[config.mk]
export PLATFORM = sky130hd
export DESIGN_NAME = ch_sweep_unit
export DESIGN_NICKNAME = d
export VERILOG_FILES = /design/src/rtl/ch_sweep_unit.sv
export SDC_FILE = /design/constraint.sdc
export NUM_CORES = 1
export LEC_CHECK = 0
export ABC_AREA = 1
export CAP_MARGIN = 20
export CORE_MARGIN = 5
export CORE_UTILIZATION = 55
export CTS_CLUSTER_DIAMETER = 120
export DETAILED_ROUTE_END_ITERATION = 8
export DONT_BUFFER_PORTS = 1
export PLACE_DENSITY = 0.74
export SLEW_MARGIN = 0
export SYNTH_ARGS = -nofsm -noshare
export SYNTH_HDL_FRONTEND = slang
export SYNTH_SLANG_ARGS = --single-unit
[constraint.sdc]
create_clock -name clk -period 3.4 [get_ports clk]
set_input_delay 0.17 -clock clk [delete_from_list [all_inputs] [get_ports clk]]
set_output_delay 0.17 -clock clk [all_outputs]
set_load 0.05 [all_outputs]
[src/rtl/ch_sweep_unit.sv]
// ch_sweep_unit: frequency-sweep engine for one sweep-capable square channel.
// Keeps a shadow frequency, runs the sweep period timer off the frame-sequencer
// strobe and computes shadow +/- (shadow >> shift) with a bit-serial shifter.
// A pass-1 result is committed to the channel; a pass-2 result is only used
// for the overflow check. An overflow, or clearing the negate bit after a
// subtract calculation, disables the channel.
//
// Handshake: freq_wr and ch_disable are one-cycle registered strobes with no
// back-pressure; the channel must act on them in the cycle they are high.
// freq_out is valid from the freq_wr cycle and holds until the next write.
// busy is high from LOAD through the final SUM. dbg_state mirrors the FSM.
module ch_sweep_unit #(
  parameter int FREQ_W   = 11,
  parameter int SHIFT_W  = 3,
  parameter int PERIOD_W = 3
) (
  input  logic                clk,
  input  logic                apu_reset,
  input  logic                sweep_tick,
  input  logic                trigger,
  input  logic [PERIOD_W-1:0] sweep_period,
  input  logic                sweep_negate,
  input  logic [SHIFT_W-1:0]  sweep_shift,
  input  logic [FREQ_W-1:0]   freq_in,
  output logic [FREQ_W-1:0]   freq_out,
  output logic                freq_wr,
  output logic                ch_disable,
  output logic                busy,
  output logic [1:0]          dbg_state
);

  typedef enum logic [1:0] {
    S_IDLE  = 2'd0,
    S_LOAD  = 2'd1,
    S_SHIFT = 2'd2,
    S_SUM   = 2'd3
  } state_t;

  // A period field of 0 reloads the timer with 2^PERIOD_W.
  localparam logic [PERIOD_W:0] RELOAD_MAX = {1'b1, {PERIOD_W{1'b0}}};
  localparam logic [PERIOD_W:0] TIMER_ONE  = {{PERIOD_W{1'b0}}, 1'b1};
  localparam logic [SHIFT_W-1:0] CNT_ONE   = {{(SHIFT_W-1){1'b0}}, 1'b1};

  state_t              r_state;
  state_t              w_state_nxt;
  logic [FREQ_W-1:0]   r_shadow;
  logic [FREQ_W-1:0]   r_shifter;
  logic [SHIFT_W-1:0]  r_cnt;
  logic [PERIOD_W:0]   r_timer;
  logic                r_en;
  logic                r_neg_used;
  logic                r_pass2;
  logic                r_neg_d1;
  logic                r_neg_d2;
  logic [FREQ_W-1:0]   r_freq_out;
  logic                r_freq_wr;
  logic                r_ch_disable;

  logic [PERIOD_W:0]   w_reload;
  logic                w_period_nz;
  logic                w_shift_nz;
  logic                w_expire;
  logic                w_start;
  logic [FREQ_W:0]     w_sum;
  logic                w_ovf;
  logic                w_write;
  logic                w_commit;
  logic                w_ovf_dis;
  logic                w_neg_clear;

  assign w_period_nz = (sweep_period != '0);
  assign w_shift_nz  = (sweep_shift != '0);
  assign w_reload    = w_period_nz ? {1'b0, sweep_period} : RELOAD_MAX;

  // A trigger in the same cycle swallows the tick entirely.
  assign w_expire = sweep_tick && !trigger && (r_timer <= TIMER_ONE);
  assign w_start  = w_expire && r_en && w_period_nz && (r_state == S_IDLE);

  // Subtract never goes negative: shifter is always shadow shifted right.
  assign w_sum = sweep_negate ? ({1'b0, r_shadow} - {1'b0, r_shifter})
                              : ({1'b0, r_shadow} + {1'b0, r_shifter});
  assign w_ovf = !sweep_negate && w_sum[FREQ_W];

  // Negate 1->0 seen on the registered copies; trigger takes precedence.
  assign w_neg_clear = r_neg_used && r_neg_d2 && !r_neg_d1 && !trigger;

  // A negate-clear disable in the same cycle as a write suppresses the write,
  // so freq_wr and ch_disable can never both be high.
  assign w_commit = w_write && !w_neg_clear;

  // Next-state logic and SUM decisions.
  always_comb begin
    w_state_nxt = r_state;
    w_write     = 1'b0;
    w_ovf_dis   = 1'b0;
    unique case (r_state)
      S_IDLE: begin
        if (w_start) w_state_nxt = S_LOAD;
      end
      S_LOAD: begin
        w_state_nxt = w_shift_nz ? S_SHIFT : S_SUM;
      end
      S_SHIFT: begin
        if (r_cnt <= CNT_ONE) w_state_nxt = S_SUM;
      end
      S_SUM: begin
        if (w_ovf) begin
          w_ovf_dis   = 1'b1;
          w_state_nxt = S_IDLE;
        end else if (!r_pass2 && w_shift_nz) begin
          w_write     = 1'b1;
          w_state_nxt = S_LOAD;
        end else begin
          w_state_nxt = S_IDLE;
        end
      end
      default: w_state_nxt = S_IDLE;
    endcase
    // Trigger aborts anything in flight and may start a check-only pass.
    if (trigger) begin
      w_write     = 1'b0;
      w_ovf_dis   = 1'b0;
      w_state_nxt = w_shift_nz ? S_LOAD : S_IDLE;
    end
  end

  // FSM state register.
  always_ff @(posedge clk or posedge apu_reset) begin
    if (apu_reset) r_state <= S_IDLE;
    else           r_state <= w_state_nxt;
  end

  // Bit-serial shifter and shift counter.
  always_ff @(posedge clk or posedge apu_reset) begin
    if (apu_reset) begin
      r_shifter <= '0;
      r_cnt     <= '0;
    end else if (r_state == S_LOAD) begin
      r_shifter <= r_shadow;
      r_cnt     <= sweep_shift;
    end else if (r_state == S_SHIFT) begin
      r_shifter <= r_shifter >> 1;
      r_cnt     <= r_cnt - CNT_ONE;
    end
  end

  // Sweep period timer.
  always_ff @(posedge clk or posedge apu_reset) begin
    if (apu_reset) begin
      r_timer <= '0;
    end else if (trigger) begin
      r_timer <= w_reload;
    end else if (sweep_tick) begin
      if (r_timer > TIMER_ONE) r_timer <= r_timer - TIMER_ONE;
      else                     r_timer <= w_reload;
    end
  end

  // Shadow frequency, enable, negate bookkeeping and pass tracking.
  always_ff @(posedge clk or posedge apu_reset) begin
    if (apu_reset) begin
      r_shadow   <= '0;
      r_en       <= 1'b0;
      r_neg_used <= 1'b0;
      r_pass2    <= 1'b0;
    end else if (trigger) begin
      r_shadow   <= freq_in;
      r_en       <= w_period_nz || w_shift_nz;
      r_neg_used <= 1'b0;
      r_pass2    <= 1'b1;
    end else begin
      if (w_commit)                 r_shadow   <= w_sum[FREQ_W-1:0];
      if (w_ovf_dis || w_neg_clear) r_en       <= 1'b0;
      if ((r_state == S_SUM) && sweep_negate) r_neg_used <= 1'b1;
      if (w_start)                  r_pass2    <= 1'b0;
      else if (w_write)             r_pass2    <= 1'b1;
    end
  end

  // Delayed copies of the negate bit for falling-edge detection.
  always_ff @(posedge clk or posedge apu_reset) begin
    if (apu_reset) begin
      r_neg_d1 <= 1'b0;
      r_neg_d2 <= 1'b0;
    end else begin
      r_neg_d1 <= sweep_negate;
      r_neg_d2 <= r_neg_d1;
    end
  end

  // Registered output strobes and committed frequency.
  always_ff @(posedge clk or posedge apu_reset) begin
    if (apu_reset) begin
      r_freq_out   <= '0;
      r_freq_wr    <= 1'b0;
      r_ch_disable <= 1'b0;
    end else begin
      r_freq_wr    <= w_commit;
      r_ch_disable <= w_ovf_dis || w_neg_clear;
      if (w_commit) r_freq_out <= w_sum[FREQ_W-1:0];
    end
  end

  assign freq_out   = r_freq_out;
  assign freq_wr    = r_freq_wr;
  assign ch_disable = r_ch_disable;
  assign busy       = (r_state != S_IDLE);
  assign dbg_state  = r_state;

endmodule

==> summary.txt, run 1 <==
Logic synthesis
  – Mux contribution to synthesized area: 0%
  – Post-synth top flop: dfrtp_1
  – Post-Synth XOR/XNOR Area: around 4.7%
  – Cell taking the most area after synthesis: dfrtp_1
  – Synth Instances: 432
  – Post-synthesis adder-cell area fraction: under 10%
  – Post-synthesis cell type count: 33
  – Synth top area cells: dfrtp_1 38%, nand2_1 15%, ha_1 7.4%
  – Largest family of logic cells by synthesized area: simple AND/OR/NAND/NOR gates
  – Simple-Gate Fraction of Synth Area: 26.4%
  – Synthesized area per cell: between 7 and 8 um^2
  – Async set-reset flop share out of synthesis: 100%
  – Post-synth net total: 474
  – Synth warnings: 0
  – Synthesized area: 0.00320 mm^2
  – Synth top area share: about two fifths
  – Post-synth EDFFs: 0
  – Complex-gate fraction of the synthesized area: approximately an eighth
  – #FFs+latches synth: between 40 and 50
  – Seq/Total Area, Yosys: approximately two fifths

Place
  – Port buffer count: 0
  – Routability cong.: 0.905
  – DP HPWL: 5.19 mm
  – Placed Instances: 490
  – Post-DP Area: 0.00323 mm^2

Critical path
  – Crit. End Element: flop
  – Stages on worst setup path: 21
  – Worst path cell trace: inv_1 > ha_1 > nand2_1 > nor2_1 > nand2_1 > o21ai_1 > o21ai_0 > xor2_1 > inv_1 > ha_1 > nand2_1 > inv_1 > a21oi_1 > nand3_1 > nand2_2 > nand3_2 > nand3_4 > buf_12 > clkinv_4 > nand2_1 > nand2_1
  – Critical path required time: around 3.6 ns
  – Critical Path Start Type: flop
  – Reg2reg path depth: 21
  – Cell at the slowest stage of the critical path: dfrtp_1
  – CP Class: flop to flop
  – Largest stage delay, worst path: 0.38 ns
  – CP most frequent cell: nand2_1
  – CP top delay family: simple AND/OR/NAND/NOR gates
  – Buf/Inv on CP: 5
  – CP arrival: 3.25 ns
  – FF-to-FF setup slack: 0.35 ns
  – Critical-path maximum fanout: 29

Min path
  – Hold Path Class: primary input to flop
  – Hold depth: 3

Drt
  – Post-DRT Antenna Nets: 0
  – Initial DRC Count: 146
  – Residual DRC: 0
  – DR WL/cell: around 14 um
  – Final wirelength: approximately 7 mm
  – Via density: approximately 5.4
  – Vias: 2,716
  – Initial DRT Pass Iterations: 5

GRT
  – Total gr overflow: 0
  – Vias in the first global route: 2,621
  – Largest net degree at the start of global routing: 50
  – Initial antenna violation count: 0
  – First-pass GRT wire length: 12.1 mm
  – Total track usage: 19.9%

Die
  – Initial Utilization: 57.4%
  – IO Count: 38
  – Die area: 0.00744 mm^2
  – Die X: between 80 and 90 um
  – Rows: 27
  – Area of the core: 0.00557 mm^2
  – Die H: 86.3 um

Timing
  – Worst Skew: 0.00974 ns
  – Period utilization: 89.6%
  – TNS Setup: 0 ns
  – Crit path time final: roughly 3 ns
  – Final setup vio count: 0
  – Final hold violation count: 0
  – F_max: 0.328 GHz
  – RSZ-0062 raised after global routing: false
  – Slew Viols, Final: 0
  – Slew margin rel.: 48.4%
  – Tightest Pin Transition: slightly below 0.8 ns

Clock network
  – Clock Latency Late Sink: 0.30 ns
  – Num CTS Buffers: 5
  – Clock sinks: 49
  – CTS clk-pin slew, worst paths: 0.09 ns
  – CTS tree: yes
  – H-tree depth: 2
  – CTS Buffer Depth: 2
  – Clk root buf: clkbuf_8
  – Post-CTS setup buffer count: 0

Pwr
  – Worst VDD drop: 0.587 mV
  – Leak pwr: 0.00178 uW
  – Power, Total: 3570 uW
  – Cell Pwr Density: between 1000 and 1500 mW/mm^2

Cells and area
  – Area delta synth->final: 5.20%
  – Final instance area: between 0.003 and 0.004 mm^2
  – Layout cells sized above 1: 5.36%
  – N_diodes: 0
  – Nets@finish: 471
  – Most frequent cells in the layout: 132 x nand2_1, 54 x inv_1, 49 x dfrtp_1
  – Finished Layout Cells: 501
  – Commonest non-fill, non-tap cell in the layout: nand2_1

Run
  – Max Cap Viol: 0

Outcome
  – Outcome: completed
## cells in the mapped netlist, drive strengths merged, types with 7 or more instances
master    n
a21oi     9
buf       7
clkbuf    8
dfrtp    49
ha       19
inv      55
nand2   134
nand3    25
nor2     33
o21ai    39
o22ai     8
xor2     14
## registers in the layout, summed over array words and instances, names as in the netlist
| signal | cells |
|---|---|
| freq_out | 11 |
| r_shadow | 11 |
| r_shifter | 11 |
| r_timer | 4 |
| r_cnt | 3 |
| dbg_state | 2 |
| ch_disable | 1 |
| freq_wr | 1 |
| r_en | 1 |
| r_neg_d1 | 1 |
| r_neg_d2 | 1 |
| r_neg_used | 1 |
| r_pass2 | 1 |
## worst reg2reg max path: stages (launching register included)
cell and delay, ns:
dfrtp_1 0.38, inv_1 0.12, ha_1 0.18, nand2_1 0.08, nor2_1 0.13, nand2_1 0.09
o21ai_1 0.20, o21ai_0 0.14, xor2_1 0.15, inv_1 0.06, ha_1 0.31, nand2_1 0.08
inv_1 0.05, a21oi_1 0.18, nand3_1 0.11, nand2_2 0.08, nand3_2 0.12, nand3_4 0.11
buf_12 0.19, clkinv_4 0.09, nand2_1 0.06, nand2_1 0.05
## path summary, 6_finish.rpt
check,from,end
worst max-delay path,r_shifter[1]$_DFFE_PP0P_,freq_out[8]$_DFFE_PP0P_
worst min-delay path,trigger,r_neg_used$_DFFE_PP0P_
worst max register to register,r_shifter[1]$_DFFE_PP0P_,freq_out[8]$_DFFE_PP0P_
worst min register to register,r_neg_d1$_DFF_PP0_,r_neg_d2$_DFF_PP0_
max in group asynchronous,apu_reset,r_shifter[8]$_DFFE_PP0P_
min in group asynchronous,apu_reset,r_timer[3]$_DFFE_PP0P_
## cells by family after synthesis
logic type | after synthesis
AND/OR/NAND/NOR | 204
adder cells (fa/ha/maj) | 20
flip-flops | 49
AO/OA/AOI/OAI | 71
XOR/XNOR | 17
buffers and inverters | 71
## report_power, final
part / internal (uW) / switching [uW] / total [uW]
combinational: 777 / 1370 / 2150
clock: 161 / 197 / 358
sequential: 776 / 285 / 1060
## through the flow
| stage | hold WS (ns) | utilization, % | worst slack [ns] |
|---|---|---|---|
| after floorplan | 0.201 | - | 0.672 |
| after global placement | 0.203 | 57.9 | 0.453 |
| after detailed placement | 0.203 | 57.9 | 0.276 |
| after CTS | 0.0209 | 59.8 | 0.262 |
| after global routing | 0.0532 | 60.4 | 0.000481 |
| final | 0.0444 | 60.4 | 0.354 |
## routing by layer
layer,share of wire [%],track usage (%),vias to the layer above
li1,-,-,1381
met1,44,24.9,1258
met2,49,34.7,68
met3,5.0,4.09,9
met4,1.4,5.95,0
met5,0,0,-
## layout make-up
| cell class | instances | area (um^2) |
|---|---|---|
| multi-input cells | 312 | 1670 |
| repair buffers | 5 | 70.1 |
| clock buffers | 6 | 82.6 |
| well taps | 72 | 90.1 |
| inverters | 56 | 215 |
| flip-flops and latches | 49 | 1230 |
| clock inverters | 1 | 7.51 |
| fillers | 538 | 2210 |
## what timing repair did
action | 4_1_cts | 5_1_grt
hold buffers | 2 | 1
setup endpoints to repair | 0 | 22
endpoints found under the hold margin | 3 | 23
resized for setup | 0 | 1
(Power assumes the default switching activity.)
==> run 2, diff against run 1 <==
- CORE_UTILIZATION: 55 -> 53
- PLACE_DENSITY: 0.74 -> 0.75
- clock period: 3.4 -> 2.71 ns (I/O delays scaled with it)
==> summary.txt, run 2 (synthesis gave the netlist of run 1 again) <==
Die
  – Die H: 87.7 um (was 86.3 um)
  – Die X: 87.7 um (was 86.3 um)
  – Rows: 28 (was 27)
  – Initial Utilization: 54.4% (was 57.4%)
  – Die area: 0.00769 mm^2 (was 0.00744 mm^2)
  – IO Count: 38 (unchanged)
  – Area of the core: 0.00589 mm^2 (was 0.00557 mm^2)

Critical path
  – Reg2reg path depth: 23 (was 21)
  – Critical path required time: 2.91 ns (was 3.60 ns)
  – CP most frequent cell: nand2_2 (was nand2_1)
  – Worst r2r dst: r_shadow[8]$_DFFE_PP0P_ (was freq_out[8]$_DFFE_PP0P_)
  – CP arrival: 3.11 ns (was 3.25 ns)
  – Largest stage delay, worst path: 0.40 ns (was 0.38 ns)
  – FF-to-FF setup slack: -0.20 ns (was 0.35 ns)
  – Crit path from: r_shifter[0]$_DFFE_PP0P_ (was r_shifter[1]$_DFFE_PP0P_)
  – CP endpoint: r_shadow[8]$_DFFE_PP0P_ (was freq_out[8]$_DFFE_PP0P_)
  – Crit. End Element: flop (unchanged)
  – Reg2Reg Launch Point: r_shifter[0]$_DFFE_PP0P_ (was r_shifter[1]$_DFFE_PP0P_)
  – Critical Path Start Type: flop (unchanged)
  – Critical-path maximum fanout: 6 (was 29)
  – Cell at the slowest stage of the critical path: dfrtp_1 (unchanged)
  – Worst path cell trace: inv_2 > ha_4 > nand2_4 > nor2_4 > nand2_2 > o21ai_2 > o21ai_2 > xor2_1 > inv_1 > ha_4 > nand2_2 > inv_2 > nand2_4 > nor2_2 > nand2_1 > nand4_1 > nand3_4 > nand3_4 > buf_6 > buf_8 > nand2_8 > nand2_2 > nand2_1 (was inv_1 > ha_1 > nand2_1 > nor2_1 > nand2_1 > o21ai_1 > o21ai_0 > xor2_1 > inv_1 > ha_1 > nand2_1 > inv_1 > a21oi_1 > nand3_1 > nand2_2 > nand3_2 > nand3_4 > buf_12 > clkinv_4 > nand2_1 > nand2_1)
  – CP Class: flop to flop (unchanged)

GRT
  – Vias in the first global route: 2,983 (was 2,621)
  – Largest net degree at the start of global routing: 50 (unchanged)
  – First-pass GRT wire length: 13.6 mm (was 12.1 mm)
  – Total gr overflow: 0 (unchanged)
  – Total track usage: 22.5% (was 19.9%)
  – Initial antenna violation count: 0 (unchanged)

Min path
  – Hold depth: 2 (was 3)
  – Hold Path Class: primary input to flop (unchanged)

Drt
  – Final wirelength: 8.41 mm (was 7.00 mm)
  – DR WL/cell: 15.5 um (was 14.0 um)
  – Initial DRC Count: 135 (was 146)
  – Residual DRC: 0 (unchanged)
  – Via density: 5.50 (was 5.42)
  – Initial DRT Pass Iterations: 4 (was 5)
  – Post-DRT Antenna Nets: 0 (unchanged)
  – Vias: 2,982 (was 2,716)

Timing
  – F_max: 0.343 GHz (was 0.328 GHz)
  – Tightest Pin Transition: 0.559 ns (was 0.774 ns)
  – RSZ-0062 raised after global routing: true (was false)
  – Crit path time final: 2.91 ns (was 3.05 ns)
  – Slew margin rel.: 62.8% (was 48.4%)
  – Slew Viols, Final: 0 (unchanged)
  – WHS: 0.00551 ns (was 0.0444 ns)
  – Final setup vio count: 25 (was 0)
  – PnR worst setup slack: -0.201 ns (was 0.354 ns)
  – Period utilization: 107% (was 89.6%)
  – Final hold violation count: 0 (unchanged)
  – Worst Skew: 0.0165 ns (was 0.00974 ns)

Cells and area
  – Final core occ: 68.4% (was 60.4%)
  – Storage cell area: 0.00123 mm^2 (unchanged)
  – Most frequent cells in the layout: 98 x nand2_1, 49 x dfrtp_1, 48 x inv_1 (was 132 x nand2_1, 54 x inv_1, 49 x dfrtp_1)
  – Area delta synth->final: 25.8% (was 5.20%)
  – Layout cells sized above 1: 24.6% (was 5.36%)
  – N_diodes: 0 (unchanged)
  – Nets@finish: 508 (was 471)
  – Fillers: 449 (was 538)
  – Commonest non-fill, non-tap cell in the layout: nand2_1 (unchanged)
  – Multi-input gate area: 0.00196 mm^2 (was 0.00167 mm^2)

Clock network
  – CTS Buffer Depth: 2 (unchanged)
  – Clock Latency Late Sink: 0.31 ns (was 0.30 ns)
  – Clock sinks: 49 (unchanged)
  – H-tree depth: 2 (unchanged)
  – Num CTS Buffers: 5 (unchanged)
  – CTS clk-pin slew, worst paths: 0.10 ns (was 0.09 ns)
  – CTS tree: yes (unchanged)
  – Clk root buf: clkbuf_8 (unchanged)

Place
  – Routability cong.: 0.893 (was 0.905)
  – DP HPWL: 5.50 mm (was 5.19 mm)
  – Post-Place Worst Slack: -0.179 ns (was 0.276 ns)
  – Port buffer count: 0 (unchanged)

Pwr
  – Leak pwr: 0.00204 uW (was 0.00178 uW)
  – Power, Total: 5350 uW (was 3570 uW)
  – Worst VDD drop: 0.844 mV (was 0.587 mV)
  – Cell Pwr Density: 1330 mW/mm^2 (was 1060 mW/mm^2)

Outcome
  – Failing checks: setup timing
  – Outcome: complete, but fails checks (was completed)

Run
  – Max Cap Viol: 0 (unchanged)
==> run 2: area by class of cell <==
cell class	count	share of cell area (%)
Tap cell	75	2.33
Clock buffer	5	1.71
Clock inverter	3	0.528
Sequential cell	49	30.5
Multi-Input combinational cell	313	48.8
Inverter	56	5.41
Timing Repair Buffer	41	10.8
==> run 2: critical path, delay by kind of cell (launching register included) <==
kind                     cells  cell delay, ns
adder cells (fa/ha/maj)      2            0.43
AO/OA/AOI/OAI                2            0.26
flip-flops                   1            0.40
AND/OR/NAND/NOR             13            1.07
XOR/XNOR                     1            0.15
buffers and inverters        5            0.51
==> run 2: repair_timing <==
item                                   4_1_cts  5_1_grt
resized for setup                           53       31
setup buffers                               11        2
hold buffers                                 5        0
setup endpoints to repair                   23       27
pin swaps                                    5       10
cloned                                       4        0
endpoints found under the hold margin       55        0
==> run 2: worst min-delay path by stage <==
stage,startpoint,to,slack (ns)
after global placement,sweep_negate,r_neg_d1$_DFF_PP0_,0.17
after CTS,trigger,r_shadow[0]$_DFFE_PP0P_,0.008
final,sweep_period[1],r_timer[1]$_DFFE_PP0P_,0.006
after detailed placement,sweep_negate,r_neg_d1$_DFF_PP0_,0.17
after global routing,sweep_period[1],r_timer[1]$_DFFE_PP0P_,0.02
after floorplan,sweep_negate,r_neg_d1$_DFF_PP0_,0.17
==> run 2: through the flow <==
stage	instances	cell area, um^2	setup TNS (ns)
finish	542	4030	-3.85
global route	542	4030	-8.73
detailed placement	514	3390	-2.35
global placement	514	3390	-0.366
CTS	542	3910	-1.05
floorplan	432	3200	0
==> run 2: metal layers <==
metal / up-vias / wire length, um / global-route usage (%) / part of all wire, %
met4: 0 / 273 / 9.62 / 3.2
li1: 1453 / - / - / -
met1: 1420 / 3460 / 27.4 / 41
met5: - / 0 / 0 / 0
met3: 28 / 440 / 4.05 / 5.2
met2: 81 / 4240 / 38.9 / 50
==> run 2: power by group <==
part / switching (uW) / internal [uW] / leakage, uW
combinational: 2070 / 1460 / 0.00139
clock: 267 / 184 / 0.0000445
sequential: 391 / 973 / 0.000608
total: 2720 / 2620 / 0.00204
==> run 3, diff against run 2 <==
- ABC_AREA: 1 -> default
- CAP_MARGIN: 20 -> 30
- TNS_END_PERCENT: default -> 5
==> summary.txt, run 3 <==
Pwr
  – Leak pwr: 0.00182 uW (was 0.00204 uW)
  – Cell Pwr Density: 1090 mW/mm^2 (was 1330 mW/mm^2)
  – Worst VDD drop: 0.787 mV (was 0.844 mV)
  – Power, Total: 4240 uW (was 5350 uW)

GRT
  – Largest net degree at the start of global routing: 28 (was 50)
  – Total track usage: 21.9% (was 22.5%)
  – Global route hottest layer: met2 (unchanged)
  – Initial antenna violation count: 0 (unchanged)
  – Met3 usage: 4.73% (was 4.05%)
  – Total gr overflow: 0 (unchanged)
  – GRT met1 Usage: 26.7% (was 27.4%)
  – Met2 global-route usage: 37.6% (was 38.9%)
  – First-pass GRT wire length: 13.1 mm (was 13.6 mm)
  – Vias in the first global route: 2,824 (was 2,983)

Timing
  – Crit path time final: 3.22 ns (was 2.91 ns)
  – WHS: 0.0228 ns (was 0.00551 ns)
  – F_max: 0.310 GHz (was 0.343 GHz)
  – Worst Skew: 0.0131 ns (was 0.0165 ns)
  – RSZ-0062 raised after global routing: true (unchanged)
  – Slew Viols, Final: 0 (unchanged)
  – PnR worst setup slack: -0.512 ns (was -0.201 ns)
  – Slew margin rel.: 41.1% (was 62.8%)
  – Final hold violation count: 0 (unchanged)
  – Final setup vio count: 27 (was 25)
  – Period utilization: 119% (was 107%)
  – Tightest Pin Transition: 0.883 ns (was 0.559 ns)

Die
  – Area of the core: 0.00585 mm^2 (was 0.00589 mm^2)
  – Die X: 87.1 um (was 87.7 um)
  – Die H: 87.1 um (was 87.7 um)
  – Rows: 28 (unchanged)
  – IO Count: 38 (unchanged)
  – Die area: 0.00758 mm^2 (was 0.00769 mm^2)
  – Initial Utilization: 53.8% (was 54.4%)

Critical path
  – Worst path cell trace: nor4_4 > buf_4 > a21oi_2 > xnor2_1 > ha_1 > a211oi_2 > nor2_1 > o311a_4 > o31a_4 > or4_4 > clkinv_4 > mux2_2 (was inv_2 > ha_4 > nand2_4 > nor2_4 > nand2_2 > o21ai_2 > o21ai_2 > xor2_1 > inv_1 > ha_4 > nand2_2 > inv_2 > nand2_4 > nor2_2 > nand2_1 > nand4_1 > nand3_4 > nand3_4 > buf_6 > buf_8 > nand2_8 > nand2_2 > nand2_1)
  – Critical path required time: 2.91 ns (about the same)
  – Critical Path Start Type: flop (unchanged)
  – CP Class: flop to flop (unchanged)
  – Cell at the slowest stage of the critical path: or4_4 (was dfrtp_1)
  – Largest stage delay, worst path: 0.50 ns (was 0.40 ns)
  – CP arrival: 3.42 ns (was 3.11 ns)
  – Critical-path maximum fanout: 6 (unchanged)
  – Crit. End Element: flop (unchanged)

Drt
  – Final wirelength: 7.70 mm (was 8.41 mm)
  – Residual DRC: 0 (unchanged)
  – Post-DRT Antenna Nets: 0 (unchanged)
  – Vias: 2,725 (was 2,982)
  – DR WL/cell: 16.4 um (was 15.5 um)
  – Via density: 5.81 (was 5.50)
  – Initial DRT Pass Iterations: 4 (unchanged)
  – Initial DRC Count: 132 (was 135)

Cells and area
  – Layout cells sized above 1: 20.6% (was 24.6%)
  – N_diodes: 0 (unchanged)
  – Most frequent cells in the layout: 53 x buf_4, 49 x dfrtp_1, 32 x nor2_1, 32 x inv_1, 30 x a21oi_1 (was 98 x nand2_1, 49 x dfrtp_1, 48 x inv_1)
  – Multi-input gate area: 0.00174 mm^2 (was 0.00196 mm^2)
  – Storage cell area: 0.00123 mm^2 (unchanged)
  – Final core occ: 66.4% (was 68.4%)
  – Fillers: 448 (was 449)
  – Final instance area: 0.00389 mm^2 (was 0.00403 mm^2)
  – Commonest non-fill, non-tap cell in the layout: buf_4 (was nand2_1)
  – Nets@finish: 435 (was 508)
  – Area delta synth->final: 23.4% (was 25.8%)

Place
  – Routability cong.: 0.845 (was 0.893)
  – Port buffer count: 0 (unchanged)
  – DP HPWL: 5.71 mm (was 5.50 mm)
  – Post-DP Area: 0.00358 mm^2 (was 0.00339 mm^2)
  – Post-Place Worst Slack: -0.573 ns (was -0.179 ns)

Logic synthesis
  – Largest family of logic cells by synthesized area: compound AO/OA/AOI/OAI gates (was simple AND/OR/NAND/NOR gates)
  – #FFs+latches synth: 49 (unchanged)
  – Synth cell count leaders: 49 x dfrtp_1, 33 x inv_1, 32 x nor2_1 (was 132 x nand2_1, 55 x inv_1, 49 x dfrtp_1)
  – Post-Synth XOR/XNOR Area: 4.17% (was 4.65%)
  – Async set-reset flop share out of synthesis: 100% (unchanged)
  – Synth Instances: 331 (was 432)
  – Seq/Total Area, Yosys: 38.9% (was 38.3%)
  – Mux contribution to synthesized area: 9.26% (was 0%)
  – Synthesized area: 0.00315 mm^2 (was 0.00320 mm^2)
  – Post-synth top flop: dfrtp_1 (unchanged)
  – Synth top area share: 38.9% (was 38.3%)
  – Most frequent cell after synthesis: dfrtp_1 (was nand2_1)
  – Post-synthesis cell type count: 59 (was 33)
  – Complex-gate fraction of the synthesized area: 19.7% (was 13.3%)
  – Simple-Gate Fraction of Synth Area: 13.1% (was 26.4%)
  – Post-synthesis adder-cell area fraction: 8.18% (was 8.06%)
  – Cell taking the most area after synthesis: dfrtp_1 (unchanged)
  – Post-synth net total: 373 (was 474)
  – Synth top area cells: dfrtp_1 39%, mux2i_1 8.9%, ha_1 7.5% (was dfrtp_1 38%, nand2_1 15%, ha_1 7.4%)
  – Synth warnings: 0 (unchanged)
  – Post-synth EDFFs: 0 (unchanged)
  – Synthesized area per cell: 9.51 um^2 (was 7.41 um^2)

Clock network
  – Clock sinks: 49 (unchanged)
  – H-tree depth: 2 (unchanged)
  – Clk root buf: clkbuf_8 (unchanged)
  – CTS clk-pin slew, worst paths: 0.09 ns (was 0.10 ns)
  – CTS tree: yes (unchanged)
  – Clock Latency Late Sink: 0.31 ns (about the same)
  – Num CTS Buffers: 5 (unchanged)
  – CTS Buffer Depth: 2 (unchanged)

Min path
  – Hold Path Class: primary input to flop (unchanged)

Run
  – Max Cap Viol: 0 (unchanged)

Outcome
  – Failing checks: setup timing (unchanged)
  – Outcome: complete, but fails checks (unchanged)
-- run 3: cell types whose count changed in the layout (fill, tap and decap cells not counted), moves of 10 or more --
| cell | before | now |
|---|---|---|
| xnor2_1 | 3 | 14 |
| xor2_1 | 13 | 1 |
| a21oi_1 | 7 | 30 |
| nand3_1 | 18 | 2 |
| o21ai_0 | 29 | 10 |
| inv_1 | 48 | 32 |
| mux2i_1 | 0 | 28 |
| nand2_2 | 24 | 0 |
| dlygate4sd3_1 | 5 | 15 |
| buf_4 | 27 | 53 |
| nand2_1 | 98 | 14 |
| nand2_4 | 11 | 0 |
-- run 3: path summary, 6_finish.rpt --
kind | from | endpoint | slack, ns | cells after the start
setup / recovery | r_shifter[3]$_DFFE_PP0P_ | freq_out[1]$_DFFE_PP0P_ | -0.51 | 12
min in group asynchronous | apu_reset | freq_out[0]$_DFFE_PP0P_ | 0.30 | 2
setup reg to reg | r_shifter[3]$_DFFE_PP0P_ | freq_out[1]$_DFFE_PP0P_ | -0.51 | 12
hold / removal | sweep_shift[0] | r_cnt[0]$_DFFE_PP0P_ | 0.02 | 2
max in group asynchronous | apu_reset | r_shifter[6]$_DFFE_PP0P_ | 1.87 | 3
hold reg to reg | r_neg_d1$_DFF_PP0_ | r_neg_d2$_DFF_PP0_ | 0.38 | 0
-- run 3: worst max-delay path: cells and delay by family (launching register included) --
kind / cells / cell delay, ns
AND/OR/NAND/NOR: 3 / 0.85
adder cells (fa/ha/maj): 1 / 0.30
buffers and inverters: 2 / 0.26
XOR/XNOR: 1 / 0.12
AO/OA/AOI/OAI: 4 / 0.84
multiplexers: 1 / 0.33
flip-flops: 1 / 0.42
-- run 3: layer usage --
metal | vias up | part of all wire, %
met4 | 0 | 2.9
li1 | 1305 | -
met1 | 1318 | 40
met5 | - | 0
met3 | 22 | 6.5
met2 | 80 | 50
-- run 3: cells by family after synthesis --
family                     Yosys count
muxes                               29
DFF                                 49
xor gates and xnor gates            15
buffers and inverters               49
AOI/OAI and AO/OA                   90
adders and majority gates           20
and+or+nand+nor                     79
-- run 3: metrics by stage --
step,std cells,setup TNS (ns)
5_1_grt,469,-14.64
3_3_place_gp,444,-10.63
2_1_floorplan,331,-11.51
4_1_cts,469,-11.15
3_5_place_dp,445,-12.70
6_report,469,-11.10
-- run 3: power breakdown --
group | switching (uW) | total, uW | internal [uW]
clock | 257 | 557 | 300
combinational | 1330 | 2560 | 1230
sequential | 213 | 1120 | 904
-- run 3: repair_timing --
| item | in CTS | in global routing |
|---|---|---|
| pin swaps | 2 | 1 |
| hold buffers | 15 | 0 |
| gates resized for setup | 8 | 2 |
| hold endpoints to repair | 39 | 0 |
| endpoints found under the setup margin | 27 | 27 |
| buffers inserted | 1 | 0 |
-- run 3: final cells by class --
| cell class | count | area share [%] |
|---|---|---|
| clock inverter | 2 | 0.966 |
| multi-input combinational | 233 | 44.6 |
| timing repair buffer | 70 | 14.9 |
| sequential | 49 | 31.5 |
| tap | 75 | 2.41 |
| inverter | 34 | 3.41 |
| clock buffer | 6 | 2.12 |
